### src/rtl/bo_bias_argmax.sv
`default_nettype none
// ============================================================================
// Module   : bo_bias_argmax
// Purpose  : Output-layer post-processor for the FNN datapath. It accepts
//            N_OUT raw accumulator values, one per handshake, and adds the
//            matching sign-magnitude bias to each. Every biased logit is
//            emitted with its index. A running maximum is kept, and the
//            winning class index is reported with a one-cycle done pulse.
// Options  : BO_SAT_EN - when defined, biased sums clamp to the ACC_W signed
//            range on overflow. When undefined, they wrap (low ACC_W bits kept).
// Ports    : clk        rising-edge clock
//            rst_n      asynchronous active-low reset
//            start      begin one pass (sampled only in IDLE)
//            bias_bus   N_OUT bias bytes, bias k at [8k+7:8k], bit7 = sign
//            acc_in     signed accumulator value for the current neuron
//            acc_valid  acc_in valid
//            acc_ready  block accepts acc_in (high in RUN)
//            out_val    biased logit
//            out_idx    neuron index of out_val
//            out_valid  one-cycle strobe qualifying out_val/out_idx
//            class_idx  argmax result, held until the next pass completes
//            done       one-cycle pulse, class_idx is final
//            busy       high in RUN and DONE
// Revision : 1.0 - initial release
// ============================================================================
module bo_bias_argmax #(
    parameter int N_OUT      = 10,
    parameter int ACC_W      = 16,
    parameter int BIAS_SHIFT = 0
) (
    input  logic                 clk,
    input  logic                 rst_n,
    input  logic                 start,
    input  logic [8*N_OUT-1:0]   bias_bus,
    input  logic [ACC_W-1:0]     acc_in,
    input  logic                 acc_valid,
    output logic                 acc_ready,
    output logic [ACC_W-1:0]     out_val,
    output logic [3:0]           out_idx,
    output logic                 out_valid,
    output logic [3:0]           class_idx,
    output logic                 done,
    output logic                 busy
);

    typedef enum logic [1:0] {
        ST_IDLE = 2'd0,
        ST_RUN  = 2'd1,
        ST_DONE = 2'd2
    } state_t;

    localparam logic [3:0] c_last = 4'(N_OUT - 1);

    state_t             r_state;
    logic [3:0]         r_cnt;
    logic [ACC_W-1:0]   r_max_val;
    logic [3:0]         r_max_idx;
    logic               r_acc_ready;
    logic [ACC_W-1:0]   r_out_val;
    logic [3:0]         r_out_idx;
    logic               r_out_valid;
    logic [3:0]         r_class_idx;
    logic               r_done;
    logic               r_busy;

    logic [7:0]         w_bias_byte;
    logic [ACC_W-1:0]   w_mag;
    logic [ACC_W-1:0]   w_bias;
    logic [ACC_W-1:0]   w_sum;
    logic               w_accept;
    logic               w_take;
    logic [3:0]         w_new_max_idx;

    // Select the bias byte for the neuron currently being accepted.
    always_comb begin
        w_bias_byte = 8'd0;
        for (int k = 0; k < N_OUT; k++) begin
            if (r_cnt == 4'(k)) begin
                w_bias_byte = bias_bus[8*k +: 8];
            end
        end
    end

    // Sign-magnitude decode. The shifted magnitude always fits in ACC_W bits
    // for sane parameter choices, so ACC_W-bit two's complement is exact.
    // Negative zero naturally becomes 0 because -0 == 0.
    assign w_mag  = ACC_W'(w_bias_byte[6:0]) << BIAS_SHIFT;
    assign w_bias = w_bias_byte[7] ? (-w_mag) : w_mag;

`ifdef BO_SAT_EN
    localparam logic [ACC_W-1:0] c_sat_max = {1'b0, {(ACC_W-1){1'b1}}};
    localparam logic [ACC_W-1:0] c_sat_min = {1'b1, {(ACC_W-1){1'b0}}};

    logic [ACC_W:0] w_sum_wide;

    assign w_sum_wide = {acc_in[ACC_W-1], acc_in} + {w_bias[ACC_W-1], w_bias};

    // Overflow shows up as disagreement between the two top bits of the
    // widened sum. The true sign is the widest bit.
    always_comb begin
        w_sum = w_sum_wide[ACC_W-1:0];
        if (w_sum_wide[ACC_W] != w_sum_wide[ACC_W-1]) begin
            w_sum = w_sum_wide[ACC_W] ? c_sat_min : c_sat_max;
        end
    end
`else
    // Wrapping sum: keeping the low ACC_W bits is a plain ACC_W-bit add.
    assign w_sum = acc_in + w_bias;
`endif

    assign w_accept = acc_valid & r_acc_ready;

    // First neuron loads the maximum unconditionally. Later neurons replace it
    // only when strictly greater, so ties keep the lowest index.
    assign w_take        = (r_cnt == 4'd0) || ($signed(w_sum) > $signed(r_max_val));
    assign w_new_max_idx = w_take ? r_cnt : r_max_idx;

    always_ff @(posedge clk or negedge rst_n) begin
        if (!rst_n) begin
            r_state     <= ST_IDLE;
            r_cnt       <= 4'd0;
            r_max_val   <= '0;
            r_max_idx   <= 4'd0;
            r_acc_ready <= 1'b0;
            r_out_val   <= '0;
            r_out_idx   <= 4'd0;
            r_out_valid <= 1'b0;
            r_class_idx <= 4'd0;
            r_done      <= 1'b0;
            r_busy      <= 1'b0;
        end else begin
            r_out_valid <= 1'b0;
            r_done      <= 1'b0;
            case (r_state)
                ST_IDLE: begin
                    if (start) begin
                        r_state     <= ST_RUN;
                        r_cnt       <= 4'd0;
                        r_acc_ready <= 1'b1;
                        r_busy      <= 1'b1;
                    end
                end
                ST_RUN: begin
                    if (w_accept) begin
                        r_out_val   <= w_sum;
                        r_out_idx   <= r_cnt;
                        r_out_valid <= 1'b1;
                        if (w_take) begin
                            r_max_val <= w_sum;
                            r_max_idx <= r_cnt;
                        end
                        if (r_cnt == c_last) begin
                            // Final neuron: the result is published on the
                            // same edge as the last logit, so done lines up
                            // with the final out_valid strobe.
                            r_class_idx <= w_new_max_idx;
                            r_acc_ready <= 1'b0;
                            r_done      <= 1'b1;
                            r_state     <= ST_DONE;
                        end else begin
                            r_cnt <= r_cnt + 4'd1;
                        end
                    end
                end
                ST_DONE: begin
                    r_busy  <= 1'b0;
                    r_cnt   <= 4'd0;
                    r_state <= ST_IDLE;
                end
                default: begin
                    r_state     <= ST_IDLE;
                    r_acc_ready <= 1'b0;
                    r_busy      <= 1'b0;
                end
            endcase
        end
    end

    assign acc_ready = r_acc_ready;
    assign out_val   = r_out_val;
    assign out_idx   = r_out_idx;
    assign out_valid = r_out_valid;
    assign class_idx = r_class_idx;
    assign done      = r_done;
    assign busy      = r_busy;

endmodule
`default_nettype wire

### config.mk
export PLATFORM = sky130hd
export DESIGN_NAME = bo_bias_argmax
export DESIGN_NICKNAME = d
export VERILOG_FILES = /design/src/rtl/bo_bias_argmax.sv
export SDC_FILE = /design/constraint.sdc
export NUM_CORES = 1
export LEC_CHECK = 0
export ABC_AREA = 0
export CAP_MARGIN = 20
export CORE_AREA = 5 5 92 115
export DETAILED_ROUTE_END_ITERATION = 8
export DIE_AREA = 0 0 97 120
export PLACE_DENSITY = 0.78
export SYNTH_ARGS = -nofsm -noshare
export SYNTH_HDL_FRONTEND = slang
export SYNTH_SLANG_ARGS = --single-unit
### constraint.sdc
create_clock -name clk -period 12.4 [get_ports clk]
set_clock_uncertainty 0.15 [all_clocks]
set_input_delay 1.86 -clock clk [delete_from_list [all_inputs] [get_ports clk]]
set_output_delay 1.86 -clock clk [all_outputs]
set_load 0.01 [all_outputs]
==> impl_summary.txt <==
----------------------------------------------------
[Floorplan]
  Core Region ... 9460 µm²
  Overall die height ... 120 µm
  Effective utilization at floorplan ... 48.3%
  Total number of placement rows ... 40
  Die footprint ... 11600 µm²
  Number of primary I/O pins ... 128
  Die width ... 97 µm

[Layout]
  Post-layout nets ... 772
  Number of antenna cells inserted ... 0
  Layout cells sized above 1 ... 8.54%
  Post-synthesis to final-layout area growth ... 31.4%
  Multi-input gate area in the final layout ... 2890 µm²
  Storage element area ... 1350 µm²
  Filler Cells Inserted ... 805
  Utilization of the core after routing ... 63.4%

[Worst setup path]
  Kind of end point of the critical path ... register
  CP Class ... in -> reg
  Setup slack, reg-to-reg ... 4690 ps
  Data arrival time of the critical path ... 8250 ps
  CP startpoint kind ... primary input
  Launch point of the critical path ... bias_bus[0]
  Largest fanout on the critical path ... 19
  Worst reg2reg path startpoint ... r_cnt[0]
  Depth of the worst register-to-register path ... 29
  Critical Path RT ... 12420 ps

[Synth]
  Number of enable-type register cells in the synthesized netlist ... 0
  Count of mapped cells out of synthesis ... 518
  Cell area after synthesis ... 4570 µm²
  Avg Inst Size Synth ... 8.81 µm²
  Ys async rst share ... 100%
  Synth warnings ... 0
  Library cells used by synthesis ... 78
  Prevailing post-synth register cell ... sky130_fd_sc_hd__dfrtp_1
  Net count of the mapped netlist ... 659
  Post-synthesis register bit count ... 54
  Fraction of the yosys area taken by sequential cells ... 29.6%

[STA]
  Max Slew Vio Count ... 0
  Final Hold Fails ... 0
  Period utilisation layout ... 66.3%
  RSZ-0062 raised after global routing ... false
  Final setup TNS ... 0 ps
  Worst Max-Slew Pin Slew ... 1070 ps
  Upper clock frequency limit ... 122 MHz
  Post-layout minimum cycle time ... 8220 ps
  Final setup violating endpoints ... 0
  Max-slew headroom ... 28.9%

[Run]
  Max-cap violation count ... 0

[Clock tree]
  Reg clk slew, reported paths ... 70 ps
  Clock tree from TritonCTS ... built
  Clk Latency, worst-skew pair ... 300 ps
  Clock tree buffer depth ... 2
  Count of instances resized after the clock tree is built ... 0
  Clock buffer count from CTS ... 5
  Level count of the clock H-tree ... 2
  Setup Buffers After CTS ... 0
  Count of clock tree sinks ... 54
  Count of hold-fix buffers inserted at cts ... 0
  Clk Tree Root Cell ... sky130_fd_sc_hd__clkbuf_16

[Route]
  DRT Pass-1 Iters ... 4
  Vias/cell ... 5.52
  Residual antenna-violating net count after detailed routing ... 0
  DRC errors left ... 0
  Routed wire length ... 12900 µm
  Routed WL per cell ... 17.0 µm
  Iteration-0 DRC count of the detailed router ... 204
  DR vias ... 4183

[Global route]
  Layer with the highest usage after global routing ... met2
  Total grt overflow ... 0
  First-pass GRT wire length ... 21700 µm
  Global-route met3 utilization ... 6.16%
  Met2 Usage GRT ... 41.8%
  Maximum number of pins on one net before global-route repair ... 55
  GRT met1 Usage ... 25.0%
  Total track usage ... 22.7%
  Number of antenna violations at the first check in global routing ... 0
  Vias in the first global route ... 4456

[Min path]
  HP Class ... reg -> reg
  WHS Path Cells ... 2
  Worst hold path startpoint ... out_val[2]

[Placement]
  Half-perimeter wire length after detailed placement ... 10300 µm
  Global placement routability congestion ... 0.934
  IO Port Bufs ... 127

[Run status]
  Result of the run ... complete, no violations

----------------------------------------------------
[through the flow]
| stage | std cells | setup slack [ps] | area, µm² | hold WS (ps) |
|---|---|---|---|---|
| 2_1_floorplan | 518 | 5160 | 4570 | 308 |
| 3_3_place_gp | 750 | 4140 | 5850 | 307 |
| 3_5_place_dp | 750 | 3910 | 5850 | 312 |
| 4_1_cts | 758 | 4200 | 6000 | 329 |
| 5_1_grt | 758 | 3680 | 6000 | 354 |
| 6_report | 758 | 4180 | 6000 | 322 |
[cells by family after synthesis]
group | Yosys count | synth area share, %
buffers and inverters | 65 | 7.02
AOI/OAI and AO/OA | 151 | 23.9
adders and majority gates | 41 | 11.4
and+or+nand+nor | 162 | 17.6
DFF | 54 | 29.6
muxes | 27 | 6.71
xor gates and xnor gates | 18 | 3.78
[cell type report]
type,count,share of cell area [%]
multi-input combinational,399,48.2
sequential,54,22.5
timing repair buffer,130,21.5
tap,126,2.63
inverter,41,2.57
clock buffer,5,2.09
clock inverter,3,0.480
[critical path, cell delays in order]
cell and delay (ps):
sky130_fd_sc_hd__clkdlybuf4s50_1 460, sky130_fd_sc_hd__nand2_1 50, sky130_fd_sc_hd__o21ai_1 250, sky130_fd_sc_hd__a32oi_1 140, sky130_fd_sc_hd__a21oi_1 290, sky130_fd_sc_hd__inv_1 100, sky130_fd_sc_hd__ha_1 200, sky130_fd_sc_hd__nand2_1 80
sky130_fd_sc_hd__nor3_1 60, sky130_fd_sc_hd__ha_1 300, sky130_fd_sc_hd__nor2_1 40, sky130_fd_sc_hd__a21oi_1 280, sky130_fd_sc_hd__ha_1 310, sky130_fd_sc_hd__a21oi_1 240, sky130_fd_sc_hd__a21boi_0 230, sky130_fd_sc_hd__a311oi_1 100
sky130_fd_sc_hd__nand2b_1 210, sky130_fd_sc_hd__a21oi_1 250, sky130_fd_sc_hd__o21bai_1 120, sky130_fd_sc_hd__a211oi_2 290, sky130_fd_sc_hd__xnor2_2 140, sky130_fd_sc_hd__ha_1 330, sky130_fd_sc_hd__nand4_1 170, sky130_fd_sc_hd__a2111o_1 390
sky130_fd_sc_hd__and4_1 210, sky130_fd_sc_hd__o31a_1 380, sky130_fd_sc_hd__nor2_8 360, sky130_fd_sc_hd__mux2_2 390
[routing by layer]
metal | wire length (µm) | up-vias
met3 | 785 | 27
met4 | 313 | 0
met1 | 5060 | 1974
met5 | 0 | -
met2 | 6700 | 124
li1 | - | 2058
[path summary, 6_finish.rpt]
check                                      to
worst max register to register  r_max_val[14]
max in group asynchronous        r_max_idx[0]
worst min register to register     out_val[2]
worst max-delay path            r_max_val[14]
min in group asynchronous          out_val[6]
worst min-delay path               out_val[2]
[state kept, by name, summed over array words and instances (netlist names)]
name and cells:
r_max_val 16, out_idx 4, acc_ready 1, busy 1, out_val 16, r_cnt 4
class_idx 4, r_max_idx 4, done 1, out_valid 1, r_state 2
[cells in the mapped netlist, types with 3 or more instances]
| master | count | area share [%] |
|---|---|---|
| sky130_fd_sc_hd__a21oi_1 | 44 | 4.8 |
| sky130_fd_sc_hd__and3_1 | 3 | 0.41 |
| sky130_fd_sc_hd__o22ai_1 | 7 | 0.96 |
| sky130_fd_sc_hd__clkbuf_1 | 5 | 0.41 |
| sky130_fd_sc_hd__a21o_1 | 5 | 0.82 |
| sky130_fd_sc_hd__a31oi_1 | 6 | 0.82 |
| sky130_fd_sc_hd__a21boi_0 | 3 | 0.49 |
| sky130_fd_sc_hd__nor2b_1 | 11 | 1.5 |
| sky130_fd_sc_hd__ha_1 | 40 | 11 |
| sky130_fd_sc_hd__o21ai_1 | 8 | 0.88 |
| sky130_fd_sc_hd__nand3_1 | 11 | 1.2 |
| sky130_fd_sc_hd__dfrtp_1 | 54 | 30 |
| sky130_fd_sc_hd__nand2_1 | 73 | 6.0 |
| sky130_fd_sc_hd__xor2_1 | 5 | 0.96 |
| sky130_fd_sc_hd__nand2b_1 | 11 | 1.5 |
| sky130_fd_sc_hd__nor2_1 | 25 | 2.1 |
| sky130_fd_sc_hd__xnor2_1 | 11 | 2.1 |
| sky130_fd_sc_hd__mux2_2 | 13 | 3.2 |
| sky130_fd_sc_hd__mux2i_1 | 4 | 0.88 |
| sky130_fd_sc_hd__a22oi_1 | 5 | 0.82 |
| sky130_fd_sc_hd__buf_4 | 9 | 1.5 |
| sky130_fd_sc_hd__o21ai_0 | 26 | 2.8 |
| sky130_fd_sc_hd__buf_6 | 5 | 1.2 |
| sky130_fd_sc_hd__a211oi_1 | 3 | 0.49 |
| sky130_fd_sc_hd__nor3_1 | 5 | 0.55 |
| sky130_fd_sc_hd__a211oi_2 | 4 | 1.1 |
| sky130_fd_sc_hd__o21a_1 | 5 | 0.82 |
| sky130_fd_sc_hd__buf_2 | 4 | 0.44 |
| sky130_fd_sc_hd__inv_1 | 40 | 3.3 |
| sky130_fd_sc_hd__mux2_1 | 8 | 2.0 |
| sky130_fd_sc_hd__nand3b_1 | 5 | 0.82 |
| sky130_fd_sc_hd__o21bai_1 | 3 | 0.49 |
[layout by cell type (no fill, tap or decap), drive strengths merged, types with 5 or more instances in the layout]
cell type,n
mux2,23
o22ai,8
clkbuf,5
o21ai,34
xnor2,12
nand2,73
nor2,26
nor3,7
nor2b,11
nand2b,11
a31oi,7
clkdlybuf4s50,126
a21o,5
a211oi,7
nand3b,6
dfrtp,54
ha,40
a22oi,5
xor2,6
o21a,5
a21oi,45
inv,42
nand3,11
Power is not shown: default switching activity piles up to over one toggle a cycle in this logic, so the estimate is an artifact.
==> edit 1 (same flow settings) <==
Encoding of `state_t`: now one-hot (3 bits for 3 states).
--- a/src/rtl/bo_bias_argmax.sv
+++ b/src/rtl/bo_bias_argmax.sv
@@ -43,10 +43,10 @@
     output logic                 busy
 );
 
-    typedef enum logic [1:0] {
-        ST_IDLE = 2'd0,
-        ST_RUN  = 2'd1,
-        ST_DONE = 2'd2
+    typedef enum logic [2:0] {
+        ST_IDLE = 3'b001,
+        ST_RUN  = 3'b010,
+        ST_DONE = 3'b100
     } state_t;
 
     localparam logic [3:0] c_last = 4'(N_OUT - 1);
Function: same outputs for any inputs over 10 cycles, from zero or initial values and one cycle with rst_n low; not proved beyond that.
==> edit 1 against the unedited design <==
- sequential cell count rose by 1
- synthesized cell count rose by 3.7%
- highest routed layer unchanged
- area after synthesis fell by 5.8%
- die area did not move
- wire length fell by 0.30%
- critical path depth rose by 3
- design area fell by 2.6%
- largest cell class unchanged
- setup slack got worse by 0.0036 ns
==> edit 1: results (changes against the unedited design) <==
set qor(run_status) {complete, no violations}
set qor(largest_net_degree_at_the_start_of_global_routing) 56 ;# +1.8%
set qor(vias_per_cell) 5.48 ;# -0.70%
set qor(hpwl_mm) 10.0 ;# -2.4%
set qor(final_net_count) 793 ;# +2.7%
set qor(gr-usage-all-layers_pct) 21.6 ;# -1.1 points
set qor(tightestPinTransition_ns) 1.03 ;# -0.0327 ns
set qor(netlist_top_cells_area) {dfrtp_1 (31%), ha_1 (12%), nand2_1 (7.7%)}
set qor(critical_path.slowest_cell) {clkdlybuf4s50_1}
set qor(critical_path_peak_fanout) 28 ;# +9
set qor(design_power_total_uw) 1500
set qor(min_delay_worst_endpoint) {out_val[4]}
set qor(ys_top_cells_by_count) {nand2_1 (88), dfrtp_1 (54), o21ai_0 (53), a21oi_1 (46)}
set qor(fill_cells) 836 ;# +3.9%
set qor(startpoint) {bias_bus[9]}
set qor(worstPathArrival_ns) 8.26 ;# about the same
set qor(fraction_of_the_mapped_netlist_area_in_adder_cells_pct) 12.1 ;# +0.70 points
set qor(drt_wl_total_mm) 12.8 ;# -0.30%
set qor(timing.reg2reg.setup_slack_ns) 4.73 ;# +0.04 ns
set qor(postSynthNetCount) 678 ;# +2.9%
set qor(final_layout_size_suffix_gt1_share_pct) 5.21 ;# -3.3 points
set qor(regToRegEndpoint) {r_max_val[15]}
set qor(synth_xor_area_share_pct) 3.63 ;# -0.15 points
set qor(synth.mux.area_fraction_pct) 2.79 ;# -3.9 points
set qor(htree_levels) 2 ;# unchanged
set qor(synth-compound-area-share_pct) 23.2 ;# -0.69 points
set qor(drt_iter0_drc) 196 ;# -3.9%
set qor(worstHoldStart) {out_val[4]}
set qor(routabilityCongestion) 0.929 ;# -0.57%
set qor(synth.lib_cells_used.distinct) 59 ;# -24%
set qor(first_pass_grt_wire_length_mm) 20.9 ;# -4.1%
set qor(drt_pass_1_iters) 5 ;# +1
set qor(placement.cell_area_sq_mm) 0.00565 ;# -3.3%
set qor(clock_power_uw) 168
==> edit 1: cell type report <==
type | instances | area [sq um] | share of cell area [%]
clock inverters | 2 | 38.8 | 0.664
inverters | 41 | 154 | 2.63
repair buffers | 132 | 1310 | 22.4
multi-input cells | 417 | 2670 | 45.6
flip-flops and latches | 55 | 1380 | 23.6
well taps | 126 | 158 | 2.70
clock buffers | 6 | 139 | 2.38
==> edit 1: per-layer routing <==
layer	GRT usage (%)	wire length, um
met5	0	0
met4	7.64	353
met3	4.07	672
met2	39.4	6660
met1	25.1	5130
==> edit 1: metrics by stage <==
| stage | worst slack (ns) | cells | hold WS, ns |
|---|---|---|---|
| 6_report | 4.17 | 779 | 0.327 |
| 2_1_floorplan | 5.00 | 537 | 0.330 |
| 3_5_place_dp | 3.42 | 770 | 0.318 |
| 5_1_grt | 3.62 | 779 | 0.358 |
| 3_3_place_gp | 3.74 | 770 | 0.310 |
| 4_1_cts | 3.71 | 778 | 0.337 |
==> edit 2 (same settings) <==
Made on the original files. Add a define of `BO_SAT_EN`.
--- a/src/rtl/bo_bias_argmax.sv
+++ b/src/rtl/bo_bias_argmax.sv
@@ -23,6 +23,8 @@
 //            busy       high in RUN and DONE
 // Revision : 1.0 - initial release
 // ============================================================================
+`define BO_SAT_EN
+
 module bo_bias_argmax #(
     parameter int N_OUT      = 10,
     parameter int ACC_W      = 16,
Check against the original RTL: not equivalent (a bounded check fails within 4 cycles, from zero or initial values and one cycle with rst_n low).
==> edit 2 against the unedited design <==
- die area is the same
- design area fell by 1.7%
- wire length is 4.7% higher
- critical path depth shrank 3
- sequential cell count unchanged
- area after synthesis down 2.8%
- via count increased by 6.4%
- setup slack got worse by 0.45 ns
- highest routed layer unchanged
Power is not shown: default switching activity piles up to over one toggle a cycle in this logic, so the estimate is an artifact.
==> edit 2: results (changes against the unedited design) <==
set qor(wl_met1_mm) 5.38 ;# +6.3%
set qor(cts_max_path_buffers) 2 ;# unchanged
set qor(postSynthNetCount) 678 ;# +2.9%
set qor(drt_iter0_drc) 225 ;# +10%
set qor(netlist_top_cells_area) {dfrtp_1 (30%), ha_1 (11%), a21oi_1 (5.8%)}
set qor(critical_path.slowest_cell) {o41ai_4}
set qor(cts_root_buffer) {clkbuf_16}
set qor(cts.repair_timing.setup_buffer_count) 0 ;# unchanged
set qor(drt_wl_total_mm) 13.5 ;# +4.7%
set qor(final_layout_size_suffix_gt1_share_pct) 5.25 ;# -3.3 points
set qor(grt_pass1_vias) 4462 ;# +0.13%
set qor(met2_capacity_usage_during_global_routing_pct) 41.8 ;# unchanged
set qor(fill_cells) 811 ;# +0.75%
set qor(largest_net_degree_at_the_start_of_global_routing) 55 ;# unchanged
set qor(hp-class) {register to register}
set qor(io_buffer_count) 127 ;# unchanged
set qor(critical-path-top-delay-family) {compound AO/OA/AOI/OAI gates}
set qor(synth.lib_cells_used.distinct) 58 ;# -26%
set qor(synth-warning-count) 0 ;# unchanged
set qor(htree_levels) 2 ;# unchanged
set qor(timing.final.crit_share_pct) 70.0 ;# +3.6 points
set qor(clk_pin_slew_ns) 0.06
set qor(first_pass_grt_wire_length_mm) 21.7 ;# -0.34%
set qor(ys_top_cells_by_count) {nand2_1 (66), dfrtp_1 (54), a21oi_1 (51), inv_1 (41), ha_1 (38)}
set qor(overall_via_count_from_detail_route) 4449 ;# +6.4%
set qor(placed_cells_incl_taps) 767 ;# +2.3%
set qor(run_status) {complete, no violations}
set qor(wl_met2_mm) 7.00 ;# +4.4%
set qor(routabilityCongestion) 0.934 ;# about the same
set qor(synth_async_sr_flop_share_pct) 100 ;# unchanged
set qor(critical_path_peak_fanout) 28 ;# +9
set qor(timing.critical_path.slowest_cell_delay_ns) 0.73 ;# +0.27 ns
set qor(tightestPinTransition_ns) 1.04 ;# -0.0230 ns
set qor(n_antenna_cell) 0 ;# unchanged
set qor(timing.setup.tns_ns) 0 ;# unchanged
set qor(synth_top_flop_cell) {dfrtp_1}
set qor(gr-usage-all-layers_pct) 22.6 ;# -0.066 points
set qor(number_of_antenna_violations_at_the_first_check_in_global_routing) 0 ;# unchanged
set qor(ys_seq_area_share_pct) 30.5 ;# +0.86 points
set qor(met3_length_um) 614 ;# -22%
set qor(gr-usage-met1_pct) 26.3 ;# +1.3 points
set qor(route.detailed.wl_per_inst_um) 17.4 ;# +2.5%
set qor(syn_area_per_cell_sq_um) 8.23 ;# -6.6%
set qor(cts_repair_resize_count) 0 ;# unchanged
set qor(source_to_sink_clock_delay_at_the_later_pin_of_the_worst_skew_pair_ns) 0.29
set qor(grt_util_met3_pct) 3.66 ;# -2.5 points
set qor(drt_pass_1_iters) 5 ;# +1
set qor(final_net_count) 787 ;# +1.9%
set qor(pre_cts_slack_ns) 3.68 ;# -0.229 ns
set qor(hpwl_mm) 10.7 ;# +3.9%
[edit 2: cell types whose count changed after synthesis, sizes merged, moves of 5 or more]
cell | before | now
a21oi | 45 | 52
clkbuf | 5 | 19
o21ai | 34 | 39
mux2 | 23 | 18
buf | 19 | 7
nand2 | 73 | 66
nor2 | 26 | 36
o21a | 5 | 13
nand3 | 11 | 5
[edit 2: through the flow]
stage	instance area [sq um]	util (%)	hold WS [ns]
2_1_floorplan	4440	-	0.300
3_3_place_gp	5760	60.9	0.317
3_5_place_dp	5760	60.9	0.320
4_1_cts	5900	62.3	0.334
5_1_grt	5900	62.3	0.364
6_report	5900	62.3	0.329
[edit 2: path summary, 6_finish.rpt]
kind	startpoint	endpoint	depth (start not counted)
min in group asynchronous	rst_n	out_val[9]	2
setup reg to reg	r_cnt[1]	r_max_val[14]	26
setup / recovery	bias_bus[7]	r_max_val[14]	25
hold / removal	out_val[13]	out_val[13]	2
max in group asynchronous	rst_n	r_max_val[15]	2
hold reg to reg	out_val[13]	out_val[13]	2
[edit 2: logic make-up (layout without fill, tap and decap cells)]
| group | Yosys count | after routing | share of synthesized area [%] |
|---|---|---|---|
| multiplexers | 20 | 20 | 5.02 |
| adder cells (fa/ha/maj) | 39 | 39 | 11.2 |
| buffers and inverters | 68 | 177 | 5.98 |
| AND/OR/NAND/NOR | 157 | 157 | 16.4 |
| XOR/XNOR | 17 | 17 | 3.36 |
| AO/OA/AOI/OAI | 184 | 184 | 27.6 |
| flip-flops | 54 | 54 | 30.5 |
[edit 2: layout make-up]
class | count | area share, %
Sequential cell | 54 | 22.9
Inverter | 42 | 2.67
Clock buffer | 5 | 2.12
Clock inverter | 2 | 0.170
Timing Repair Buffer | 128 | 21.6
Tap cell | 126 | 2.67
Multi-Input combinational cell | 417 | 47.8
